[src/rtl/ext_pipe_if.sv]
// ext_pipe_if: producer/consumer handshake bundle for ext_pipe.
//   in_valid/in_ready/in_imm/in_op      : immediate offer from producer
//   out_valid/out_ready/out_data/out_err: extended result to consumer
// Modports: master = surrounding logic (drives offers, takes results),
//           slave  = ext_pipe itself.
interface ext_pipe_if #(
   parameter int IN_W  = 16,
   parameter int OUT_W = 32
);
   logic             in_valid;
   logic             in_ready;
   logic [IN_W-1:0]  in_imm;
   logic [2:0]       in_op;
   logic             out_valid;
   logic             out_ready;
   logic [OUT_W-1:0] out_data;
   logic             out_err;

   modport master (
      output in_valid, in_imm, in_op, out_ready,
      input  in_ready, out_valid, out_data, out_err
   );

   modport slave (
      input  in_valid, in_imm, in_op, out_ready,
      output in_ready, out_valid, out_data, out_err
   );
endinterface

[src/rtl/ext_pipe.sv]
// ext_pipe: immediate-extension unit with a small in-order result buffer.
// Each accepted immediate is extended according to in_op and stored at the
// buffer tail; the consumer reads results from the head in acceptance order.
// Ports:
//   clk     : rising-edge clock
//   rst_n   : asynchronous active-low reset
//   flush   : synchronous buffer clear (err_cnt is preserved)
//   bus     : ext_pipe_if slave modport (input offer + output result)
//   err_cnt : saturating count of accepted illegal ops
module ext_pipe #(
   parameter int IN_W  = 16,
   parameter int OUT_W = 32,
   parameter int DEPTH = 2
) (
   input  logic       clk,
   input  logic       rst_n,
   input  logic       flush,
   ext_pipe_if.slave  bus,
   output logic [7:0] err_cnt
);
   localparam int PTR_W = $clog2(DEPTH);
   localparam int CNT_W = PTR_W + 1;
   localparam logic [CNT_W-1:0] DEPTH_C = CNT_W'(DEPTH);

   // Result word is {err, data}; illegal ops yield data 0 with err set.
   function automatic logic [OUT_W:0] ext_fn(input logic [IN_W-1:0] imm,
                                             input logic [2:0]      op);
      logic [OUT_W-1:0] sext;
      logic [OUT_W:0]   res;
      sext = {{(OUT_W-IN_W){imm[IN_W-1]}}, imm};
      case (op)
         3'b000:  res = {1'b0, {(OUT_W-IN_W){1'b0}}, imm};
         3'b001:  res = {1'b0, sext};
         3'b010:  res = {1'b0, imm, {(OUT_W-IN_W){1'b0}}};
         3'b011:  res = {1'b0, sext[OUT_W-3:0], 2'b00};
         3'b100:  res = {1'b0, {(OUT_W-8){imm[7]}}, imm[7:0]};
         3'b101:  res = {1'b0, {(OUT_W-8){1'b0}}, imm[7:0]};
         default: res = {1'b1, {OUT_W{1'b0}}};
      endcase
      return res;
   endfunction

   logic [CNT_W-1:0] count_r;
   logic [PTR_W-1:0] wr_ptr_r;
   logic [PTR_W-1:0] rd_ptr_r;
   logic [7:0]       err_cnt_r;
   logic [OUT_W:0]   mem_r [DEPTH];

   logic             push_s;
   logic             pop_s;
   logic             full_s;
   logic             empty_s;
   logic [OUT_W:0]   ext_s;
   logic [OUT_W:0]   head_s;

   // Handshake qualification and extension of the offered immediate.
   always_comb begin
      full_s  = (count_r >= DEPTH_C);
      empty_s = (count_r == {CNT_W{1'b0}});
      push_s  = bus.in_valid && !full_s;
      pop_s   = bus.out_ready && !empty_s;
      ext_s   = ext_fn(bus.in_imm, bus.in_op);
      head_s  = mem_r[rd_ptr_r];
   end

   // Outputs come only from state; data is forced to zero while empty.
   always_comb begin
      bus.in_ready  = !full_s;
      bus.out_valid = !empty_s;
      if (empty_s) begin
         bus.out_data = {OUT_W{1'b0}};
         bus.out_err  = 1'b0;
      end else begin
         bus.out_data = head_s[OUT_W-1:0];
         bus.out_err  = head_s[OUT_W];
      end
      err_cnt = err_cnt_r;
   end

   // Buffer storage; unoccupied entries are never observed, so no reset.
   always_ff @(posedge clk) begin
      if (push_s && !flush) begin
         mem_r[wr_ptr_r] <= ext_s;
      end
   end

   // Occupancy and pointers; flush discards any same-edge push or pop.
   always_ff @(posedge clk or negedge rst_n) begin
      if (!rst_n) begin
         count_r  <= {CNT_W{1'b0}};
         wr_ptr_r <= {PTR_W{1'b0}};
         rd_ptr_r <= {PTR_W{1'b0}};
      end else if (flush) begin
         count_r  <= {CNT_W{1'b0}};
         wr_ptr_r <= {PTR_W{1'b0}};
         rd_ptr_r <= {PTR_W{1'b0}};
      end else begin
         // DEPTH is a power of two, so pointer overflow wraps modulo DEPTH.
         if (push_s) begin
            wr_ptr_r <= wr_ptr_r + PTR_W'(1);
         end
         if (pop_s) begin
            rd_ptr_r <= rd_ptr_r + PTR_W'(1);
         end
         case ({push_s, pop_s})
            2'b10:   count_r <= count_r + CNT_W'(1);
            2'b01:   count_r <= count_r - CNT_W'(1);
            default: count_r <= count_r;
         endcase
      end
   end

   // Saturating illegal-op counter; survives flush, and a flushed accept
   // is treated as never having happened.
   always_ff @(posedge clk or negedge rst_n) begin
      if (!rst_n) begin
         err_cnt_r <= 8'd0;
      end else if (push_s && !flush && ext_s[OUT_W] && (err_cnt_r != 8'hFF)) begin
         err_cnt_r <= err_cnt_r + 8'd1;
      end
   end
endmodule

[src/flat_wrapper.sv]
// flat-port wrapper written by rule: the top's interface ports become plain ports
module ext_pipe_flat 
#(
   parameter int IN_W  = 16,
   parameter int OUT_W = 32,
   parameter int DEPTH = 2
)
  (clk, rst_n, flush, err_cnt, bus_in_valid, bus_in_imm, bus_in_op, bus_out_ready, bus_in_ready, bus_out_valid, bus_out_data, bus_out_err);
  ext_pipe_if #(.IN_W(IN_W), .OUT_W(OUT_W)) bus_i ();
  input  logic clk;
  input  logic rst_n;
  input  logic flush;
  output logic [7:0] err_cnt;
  input wire logic [$bits(bus_i.in_valid)-1:0] bus_in_valid;
  input wire logic [$bits(bus_i.in_imm)-1:0] bus_in_imm;
  input wire logic [$bits(bus_i.in_op)-1:0] bus_in_op;
  input wire logic [$bits(bus_i.out_ready)-1:0] bus_out_ready;
  output wire logic [$bits(bus_i.in_ready)-1:0] bus_in_ready;
  output wire logic [$bits(bus_i.out_valid)-1:0] bus_out_valid;
  output wire logic [$bits(bus_i.out_data)-1:0] bus_out_data;
  output wire logic [$bits(bus_i.out_err)-1:0] bus_out_err;
  assign bus_i.in_valid = bus_in_valid;
  assign bus_i.in_imm = bus_in_imm;
  assign bus_i.in_op = bus_in_op;
  assign bus_i.out_ready = bus_out_ready;
  assign bus_in_ready = bus_i.in_ready;
  assign bus_out_valid = bus_i.out_valid;
  assign bus_out_data = bus_i.out_data;
  assign bus_out_err = bus_i.out_err;
  ext_pipe #(.IN_W(IN_W), .OUT_W(OUT_W), .DEPTH(DEPTH)) u_core (.clk(clk), .rst_n(rst_n), .flush(flush), .bus(bus_i), .err_cnt(err_cnt));
endmodule
[config.mk]
export PLATFORM = sky130hd
export DESIGN_NAME = ext_pipe_flat
export DESIGN_NICKNAME = d
export VERILOG_FILES = /design/src/rtl/ext_pipe_if.sv /design/src/rtl/ext_pipe.sv /design/src/flat_wrapper.sv
export SDC_FILE = /design/constraint.sdc
export NUM_CORES = 1
export LEC_CHECK = 0
export ABC_AREA = 1
export BUFFER_PORTS_ARGS = -buffer_cell sky130_fd_sc_hd__buf_4
export CORE_MARGIN = 4
export CORE_UTILIZATION = 40
export DETAILED_ROUTE_END_ITERATION = 12
export GPL_ROUTABILITY_DRIVEN = 0
export PLACE_DENSITY_LB_ADDON = 0.08
export SLEW_MARGIN = 20
export SYNTH_ARGS = -nofsm -noshare
export SYNTH_HDL_FRONTEND = slang
export SYNTH_SLANG_ARGS = --single-unit
[constraint.sdc]
create_clock -name clk -period 7.8 [get_ports clk]
set_input_delay 0.78 -clock clk [delete_from_list [all_inputs] [get_ports clk]]
set_output_delay 0.78 -clock clk [all_outputs]
set_load 0.01 [all_outputs]
# After elaboration in Yosys (flattened, before gate mapping)
# Memory sizes are Yosys's and may differ from the RTL's.
# Index checks and enable logic that the tools add are counted.
# word_totals
ff_bits	12
ramBits	66
out_inout_bits	43
wordCells	43
memories	1
# classes
addsub	5
n_lt_le_gt_ge	1
n_eq_ne	8
mux	11
n_reduce_logical	13
# mem_list
memory	depth	width	read_ports	rd_clocked_by_memory_dff	wr	line_no	text
u_core.mem_r	2	33	1	0	1	ext_pipe.sv:47	logic [OUT_W:0] mem_r [DEPTH];
# op_table
cell	count
$pmux 33 s6	1
$mux 32	1
$add 8x1->8 const B	1
$ne 8x8->1 const B	1
$mux 1	7
$eq 3x2->1 const B	2
$eq 3x3->1 const B	2
$logic_and 1x1->1	5
$pmux 2 s2	1
$reduce_bool 2->1	2
$eq 3x1->1 const B	1
$logic_not 1->1	3
$logic_not 3->1	1
$reduce_bool 3->1	1
$add 1x1->1 const B	2
$add 2x1->2 const B	1
$eq 2x1->1 const B	1
$eq 2x2->1 const B	1
$ge 2x2->1 const B	1
$logic_not 2->1	1
$mux 2	1
$sub 2x1->2 const B	1

# Logic depth before layout (Yosys ltp)
# Gate-level depths: netlist (run 1).
# logic_depth
ltp_word	6
ltp_mapped	8
mapped_depth_nobuf	8

# Least setup slack after synthesis (run 1)
# OpenSTA, ideal clock, no wires.
# synth_path
kind	input-to-reg
startpoint	input bus_in_valid
endpoint	memory u_core.mem_r[0][0] (netlist name), enable pin
setup_ns	0.423
t_arrival_ns	2.429
t_required_ns	7.377
setup_slack_ns	4.948
stages	4
n_path_buf	0
path_cell_list	nand2_1 inv_1 nand2_1 nor2_1
# synth_via
elab_chain_cells	4
# synth_rtl
item	line_no	text
from (decl)	flat_wrapper.sv:14	input wire logic [$bits(bus_i.in_valid)-1:0] bus_in_valid;
$logic_and 1x1->1	ext_pipe.sv:60	push_s = bus.in_valid && !full_s;
$logic_and 1x1->1	ext_pipe.sv:82	if (push_s && !flush) begin
$mux 1	ext_pipe.sv:82	
$mux 1 (implied by the code)	ext_pipe.sv:83	mem_r[wr_ptr_r] <= ext_s;
to (decl)	ext_pipe.sv:47	
# Every way passes these cells.

# Worst setup path after layout (run 1)
# layout_path
startpoint	register u_core.rd_ptr_r
endpoint	output bus_out_data[22]
# layout_via
elab_chain_cells	2
# layout_rtl
item	line_no	text
from (decl)	ext_pipe.sv:45	logic [PTR_W-1:0] rd_ptr_r;
from (signal assigned)	ext_pipe.sv:92	rd_ptr_r <= {PTR_W{1'b0}};
from (signal assigned)	ext_pipe.sv:96	rd_ptr_r <= {PTR_W{1'b0}};
from (signal assigned)	ext_pipe.sv:103	rd_ptr_r <= rd_ptr_r + PTR_W'(1);
$mem_v2 2x33	n/a	
$mux 32	ext_pipe.sv:70	if (empty_s) begin
to (decl)	flat_wrapper.sv:20	output wire logic [$bits(bus_i.out_data)-1:0] bus_out_data;
# Every way passes these cells.

==> flow_summary.ini, run 1 <==
[status]
status = finished clean

[clock_tree]
htreeDepth = 3
clk_pin_slew_worst_paths_ns = 0.08
cts_made_buffers = 9
cts_tree = yes
cts_root_buf = clkbuf_8
cts.sinks = 78
clock_path_buffers = 2
clock_latency_ns = 0.33
postCtsResizedCells = 0
cts_setup_buffers = 0
ctsHoldBuffers = 0

[global_routing]
antenna_found_initial = 0
grt_pass1_wl_mm = 12.9
grt_usage_pct = 16.2
grt-ovfl-total = 0
grt_max_degree = 36
grt_pass1_vias = 2493

[drt]
viasPerCell = 4.96
wl_mm = 8.13
ant_nets = 0
drtIter0Drc = 97
drtPass1Iterations = 4
drc = 0
vias = 2608
wl_per_cell_um = 15.4

[power]
power_density_nw_per_um2 = 250
p_sw_mw = 0.335
p_seq_share_pct = 47.2
power_frac_comb_pct = 27.0
p_sw_share_pct = 30.8
leakagePower_nw = 1.85
clkPwrFrac_pct = 25.8
vdd_ir_drop_max_v = 0.000109
power_mw = 1.09
internal_power_mw = 0.753

[yosys]
yosysMostFrequentCell = nand2_1
async_flop_share_pct = 15.4
synth_edf_count = 66
synth_simple_gate_area_share_pct = 17.5
avgSynthCellArea_um2 = 10.4
synth_top_family_by_area = simple AND/OR/NAND/NOR gates
syn_inst = 347
netlist.area_leader.share_pct = 55.2
synth_cell_types = 29
synth_ff_type = edfxtp_1
yosys.area.top_type = edfxtp_1
yosysSeqAreaShare_pct = 63.5
ys_top_cells_by_area = edfxtp_1, nand2_1, dfrtp_1, a21oi_1, inv_1
yosys-top-cells-count = nand2_1, edfxtp_1, a21oi_1, inv_1, nor2_1
synthMuxAreaShare_pct = 0
synthAdderAreaFrac_pct = 0.348
ys_seq_elements = 78
synth_xor_area_share_pct = 0.731
synth_warnings = 0
synth_compound_area_share_pct = 11.9
synth_area_um2 = 3590
syn_nets = 372

[setup_path]
cp.arrival_ns = 1.83
crit_required_ns = 7.02
crit_type = register to output port
startpoint_type = register
worstPathMaxFanout = 35
cp-end-kind = output port

[timing]
hold_ws_ns = 0.271
max_slew_margin_pct = 46.5
hold_viol = 0
tightestPinTransition_ns = 0.801
report.final.slew_viol_count = 0
setup_viol_count_final = 0
tns_ns = 0
rsz0062_at_grt = false
post-route-period-util_pct = 33.5
fmax_mhz = 383
layout_min_cycle_time_ns = 2.61
finClkSkew_ns = 0.0103

[floorplanning]
dieHeight_um = 103
core_area_um2 = 8720
die_w_um = 103
ios = 67
die_area_um2 = 10600
start_util_pct = 41.2
row_count = 34

[layout]
layout.nets = 439
drive_above_1_share_pct = 25.1
final_cells = 526
fin_util_pct = 49.9
area_growth_pct = 21.2
antenna_cells = 0

[place]
dp.cells = 511
port_buffers = 66
hpwl_mm = 5.49

[flow_run]
maxCapViolations = 0

[worst_hold_path]
hold_path_class = input port to asynchronous set/reset pin
==> area by class of cell <==
class | instances | area [µm²]
sequential | 78 | 2280
clock inverter | 5 | 51.3
clock buffer | 10 | 128
fill | 806 | 4370
multi-input combinational | 223 | 1110
inverter | 32 | 123
timing repair buffer | 70 | 526
tap | 108 | 135
==> cells by family (layout without fill, tap and decap cells) <==
group / Yosys count / count (layout)
AO/OA/AOI/OAI: 67 / 67
XOR/XNOR: 3 / 3
adder cells (fa/ha/maj): 1 / 1
buffers and inverters: 46 / 117
flip-flops: 78 / 78
AND/OR/NAND/NOR: 152 / 152
==> flip-flops by register name (all words and copies together), names as in the netlist <==
signal,count
u_core.err_cnt,8
u_core.rd_ptr_r,1
u_core.count_r,2
u_core.wr_ptr_r,1
u_core.mem_r,66
==> metal layers <==
layer  wire (µm)  global-route usage (%)
met1        3880                    23.6
met2        3660                    24.2
met3         495                    3.52
met4          85                    5.58
met5           0                       0
==> worst paths after layout <==
kind	start	end	slack, ns	depth (start not counted)
min in group clk	u_core.wr_ptr_r	u_core.wr_ptr_r	0.52	1
max in group asynchronous	rst_n	u_core.rd_ptr_r	7.36	1
max	u_core.rd_ptr_r	bus_out_data[22]	5.19	6
min reg2reg	u_core.wr_ptr_r	u_core.wr_ptr_r	0.52	1
min	rst_n	u_core.wr_ptr_r	0.27	1
max reg2reg	u_core.count_r[1]	u_core.mem_r[0][10]	6.08	6
==> critical path, stage by stage, from the launching register on <==
cell	delay, ns
dfrtp_1	0.37
buf_4	0.25
clkinv_1	0.08
buf_4	0.36
nand2_1	0.10
a21oi_1	0.19
buf_4	0.15
==> metrics by stage <==
step	instance area (µm²)	setup WS, ns
after floorplan	3590	4.95
after global placement	4170	5.55
after detailed placement	4170	5.51
after CTS	4350	5.15
after global routing	4350	5.05
final	4350	5.19
==> power by group through the flow <==
stage	clock [mW]	combinational, mW	sequential (mW)
2_1_floorplan	0	0.162	0.521
3_3_place_gp	0	0.298	0.522
3_5_place_dp	0	0.301	0.523
4_1_cts	0.287	0.302	0.513
5_1_grt	0.308	0.332	0.517
6_report	0.281	0.294	0.513
==> placed cells by master (no fill, tap or decap) <==
cell | synthesis | layout
nor2_1 | 13 | 10
o21ai_2 | 11 | 11
a21oi_4 | 1 | 1
o21ai_0 | 5 | 5
o221ai_1 | 7 | 7
nand3_1 | 6 | 6
xor2_1 | 1 | 1
nor2_2 | 0 | 2
clkinv_1 | 2 | 3
nand2_2 | 1 | 1
bufinv_16 | 0 | 1
dfrtp_1 | 12 | 12
nand3_2 | 1 | 1
o22ai_1 | 7 | 7
nand2_1 | 125 | 125
clkbuf_1 | 5 | 1
clkinv_2 | 0 | 2
clkbuf_8 | 0 | 9
nor2_4 | 2 | 3
edfxtp_1 | 66 | 66
clkinvlp_4 | 0 | 1
xnor2_1 | 2 | 2
inv_1 | 28 | 28
a21oi_1 | 34 | 34
ha_1 | 1 | 1
o211ai_1 | 2 | 2
nand4_1 | 1 | 1
nand4_4 | 1 | 1
buf_4 | 0 | 70
inv_2 | 1 | 1
nand3b_1 | 2 | 2
inv_4 | 1 | 1
(Power assumes the default switching activity.)
==> run 2, diff against run 1 <==
clock period = 2.5 ns   (was 7.8 ns; I/O delays follow)
==> run 2 against run 1 <==
  * Worst setup slack got worse by 4.7 ns
  * Clock skew increased by 0.0034 ns
  * Via count increased by 1.1%
  * Register-to-register slack got worse by 5.3 ns
  * Sequential power increased to 3.1 times the previous value
  * Sequential share of layout area decreased by 0.64 points
  * Routed wire length increased by 0.42%
  * Flip-flop and latch count unchanged
  * Critical endpoint is now bus_out_data[20]
==> flow_summary.ini, run 2 (synthesis results as in run 1) <==
[status]
status = finished clean

[global_routing]
busiest_layer = met2
grt_usage_pct = 16.1
grt_pass1_vias = 2486
grt-ovfl-total = 0
antenna_found_initial = 0
met2_usage_pct = 24.5
met1_usage_pct = 22.6
grtUsageMet3_pct = 5.14
grt_max_degree = 35
grt_pass1_wl_mm = 12.8

[clock_tree]
cts_root_buf = clkbuf_8
clock_path_buffers = 2
clock_latency_ns = 0.35
postCtsResizedCells = 0
cts_tree = yes
cts.sinks = 78
cts_made_buffers = 9
cts_setup_buffers = 0
htreeDepth = 3
ctsHoldBuffers = 1
clk_pin_slew_worst_paths_ns = 0.09

[timing]
hold_viol = 0
fmax_mhz = 508
layout_min_cycle_time_ns = 1.97
report.final.slew_viol_count = 0
setup_viol_count_final = 0
max_slew_margin_pct = 58.7
rsz0062_at_grt = false
post-route-period-util_pct = 78.8
tns_ns = 0
tightestPinTransition_ns = 0.619
finClkSkew_ns = 0.0136

[setup_path]
cp.arrival_ns = 1.72
worstPathMaxFanout = 15
rr_startpoint = u_core.count_r[1]
crit_required_ns = 2.25
crit_type = register to output port
startpoint = u_core.rd_ptr_r
startpoint_type = register
cp-end-kind = output port

[power]
vdd_ir_drop_max_v = 0.000389
leakagePower_nw = 1.88
power_density_nw_per_um2 = 804

[drt]
ant_nets = 0
wl_mm = 8.16
drc = 0
drtIter0Drc = 125
viasPerCell = 4.98
drtPass1Iterations = 4
wl_per_cell_um = 15.4
vias = 2637

[layout]
largest_reg_flops = 66
area_growth_pct = 22.7
final_common_cell = nand2_1
nFillCells = 806
fin_area_um2 = 4410
largest_register = u_core.mem_r
layout.nets = 442
drive_above_1_share_pct = 25.6
antenna_cells = 0
final_cells = 530
final_cell_mix = nand2_1, buf_4, edfxtp_1, a21oi_1, inv_1

[floorplanning]
die_area_um2 = 10600
dieHeight_um = 103
ios = 67
core_area_um2 = 8720
die_w_um = 103
row_count = 34
start_util_pct = 41.2

[place]
port_buffers = 66
placed_area_um2 = 4180
hpwl_mm = 5.47
dp.cells = 513

[flow_run]
maxCapViolations = 0

[worst_hold_path]
worstHoldStart = flush
hold_path_class = input port to register
## run 2: power by group
group          switching [mW]  internal, mW  leakage, nW
clock                   0.448         0.561        0.104
combinational           0.561         0.373        0.998
sequential             0.0651          1.54        0.778
total                    1.07          2.47         1.88
## run 2: per-layer routing
metal	routed length, µm	vias up
met5	0	-
met4	110	0
met3	493	7
met2	3780	74
met1	3770	1245
li1	-	1311
## run 2: cell type report
type,count,area [µm²],area share [%]
inverters,32,123,2.78
clock buffers,10,128,2.90
multi-input cells,223,1100,25.0
repair buffers,73,551,12.5
flip-flops and latches,78,2280,51.8
clock inverters,6,85.1,1.93
well taps,108,135,3.07
## run 2: final timing paths
kind | to | slack [ns] | cells after the start
setup / recovery | bus_out_data[20] | 0.53 | 5
hold / removal | u_core.count_r[0] | 0.16 | 4
setup reg to reg | u_core.mem_r[0][0] | 0.78 | 6
hold reg to reg | u_core.wr_ptr_r | 0.53 | 1
max in group asynchronous | u_core.err_cnt[1] | 2.06 | 2
min in group asynchronous | u_core.count_r[1] | 0.26 | 2
## run 2: stage by stage
stage               total power [mW]  utilization [%]  hold slack, ns  worst slack (ns)
global route                    3.75             50.5           0.186             0.374
global placement                2.58             48.0           0.104             0.804
finish                          3.54             50.5           0.161             0.530
CTS                             3.60             50.5           0.151             0.494
floorplan                       2.13                -         -0.0456            0.0959
detailed placement              2.58             48.0           0.103             0.782
## run 2: worst max-delay path, cell delays in order, from the launching register on
cell      delay (ns)
dfrtp_1         0.36
clkinv_1        0.36
buf_4           0.34
nand2_1         0.07
a21oi_1         0.07
buf_4           0.16
==> run 3, diff against run 2 <==
clock period = 1.89 ns   (was 2.5 ns; I/O delays follow)
==> run 3 against run 2 <==
  * Via count rose by 0.53%
  * Worst setup slack got worse by 0.29 ns
  * Worst hold slack got worse by 0.064 ns
  * Global-route usage rose by 0.29 points
  * Die area did not move
  * Register-to-register slack got worse by 0.40 ns
  * Flip-flop and latch count did not move
  * Non-clock buffer count rose by 1
  * Sequential power rose by 32%
  * Routed wire length barely moved
  * Critical path type unchanged
  * Highest routed layer unchanged
==> flow_summary.ini, run 3 (synthesis results as in run 1) <==
[layout]
drive_above_1_share_pct = 26.0
antenna_cells = 0
final_cell_mix = nand2_1, buf_4, edfxtp_1, a21oi_1, inv_1
fin_util_pct = 51.1
multi_input_area_um2 = 1110
final_common_cell = nand2_1
nFillCells = 815
area_growth_pct = 24.1
largest_reg_flops = 66
seqCellArea_um2 = 2280
largest_register = u_core.mem_r
layout.nets = 443

[global_routing]
grt-ovfl-total = 0
grt_pass1_vias = 2479
grt_usage_pct = 16.4
antenna_found_initial = 0
grt_max_degree = 35
grt_pass1_wl_mm = 12.9

[timing]
finClkSkew_ns = 0.00670
hold_ws_ns = 0.0979
post-route-period-util_pct = 87.0
tns_ns = 0
report.final.slew_viol_count = 0
layout_min_cycle_time_ns = 1.64
tightestPinTransition_ns = 0.577
setup_viol_count_final = 0
fin_ws_ns = 0.245
max_slew_margin_pct = 61.5
fmax_mhz = 608
hold_viol = 0
rsz0062_at_grt = false

[clock_tree]
cts_tree = yes
clock_latency_ns = 0.35
cts_setup_buffers = 0
htreeDepth = 3
cts_made_buffers = 9
clock_path_buffers = 2
cts_root_buf = clkbuf_8
postCtsResizedCells = 0
clk_pin_slew_worst_paths_ns = 0.08
ctsHoldBuffers = 1
cts.sinks = 78

[floorplanning]
die_area_um2 = 10600
core_area_um2 = 8720
die_w_um = 103
dieHeight_um = 103
ios = 67
row_count = 34
start_util_pct = 41.2

[setup_path]
cp_top_family = buffers and inverters
startpoint = u_core.rd_ptr_r
cp-end-kind = output port
max_stage_delay_ns = 0.40
startpoint_type = register
cp.arrival_ns = 1.46
critPathBufInv = 3
rr_startpoint = u_core.count_r[1]
path_cells = clkinv_1 > buf_4 > nand2_1 > a21oi_1 > buf_4
crit_required_ns = 1.70
crit_path_top_delay_cell = dfrtp_1
cp_common_cell = buf_4
worstPathMaxFanout = 21
crit_type = register to output port

[worst_hold_path]
hold_path_class = input port to register
worstHoldStart = flush

[place]
pre_cts_slack_ns = 0.368
hpwl_mm = 5.54
port_buffers = 66

[drt]
viasPerCell = 4.99
drtPass1Iterations = 4
wl_per_cell_um = 15.4
drtIter0Drc = 107
vias = 2651
drc = 0
ant_nets = 0
wl_mm = 8.16

[status]
status = finished clean

[flow_run]
maxCapViolations = 0

[power]
leakagePower_nw = 1.90
vdd_ir_drop_max_v = 0.000464
power_mw = 4.74
power_density_nw_per_um2 = 1060
## run 3: changes by cell type in the layout (fill, tap and decap cells not counted), sizes merged
cell	change
inv	-1
clkinv	+1
buf	+1
## run 3: worst paths after layout
| check | endpoint | slack, ns | cells after the start |
|---|---|---|---|
| max | bus_out_data[4] | 0.25 | 5 |
| min | u_core.count_r[0] | 0.1 | 4 |
| max reg2reg | u_core.mem_r[0][15] | 0.38 | 6 |
| min reg2reg | u_core.count_r[0] | 0.55 | 2 |
| max in group asynchronous | u_core.wr_ptr_r | 1.52 | 2 |
| min in group asynchronous | u_core.err_cnt[2] | 0.21 | 2 |
## run 3: where the power goes
group / switching (mW) / leakage [nW] / internal (mW) / total, mW
combinational: 0.754 / 1.02 / 0.534 / 1.29
clock: 0.599 / 0.106 / 0.742 / 1.34
sequential: 0.0840 / 0.778 / 2.03 / 2.12
## run 3: per-stage QoR
step,cell area (µm²),cells
floorplan,3600,347
global placement,4230,514
detailed placement,4230,514
CTS,4460,531
global route,4460,531
finish,4460,531
## run 3: routing by layer
metal	up-vias	part of all wire (%)	global-route usage, %
met5	-	0	0
met4	0	1.3	6.08
met3	9	6.4	4.26
met2	87	45	24.3
met1	1232	47	23.3
li1	1323	-	-
## run 3: layout make-up
class	instances	area share [%]
Sequential cell	78	51.2
Multi-Input combinational cell	223	24.9
Timing Repair Buffer	74	13.4
Tap cell	108	3.03
Clock buffer	10	2.86
Inverter	32	2.75
Clock inverter	6	1.94
## run 3: worst reg2reg max path, stage by stage (launching register included)
cell	delay (ns)
dfrtp_1	0.43
inv_2	0.08
nand2_1	0.09
inv_1	0.14
nand2_1	0.12
nor2_4	0.12
buf_12	0.22
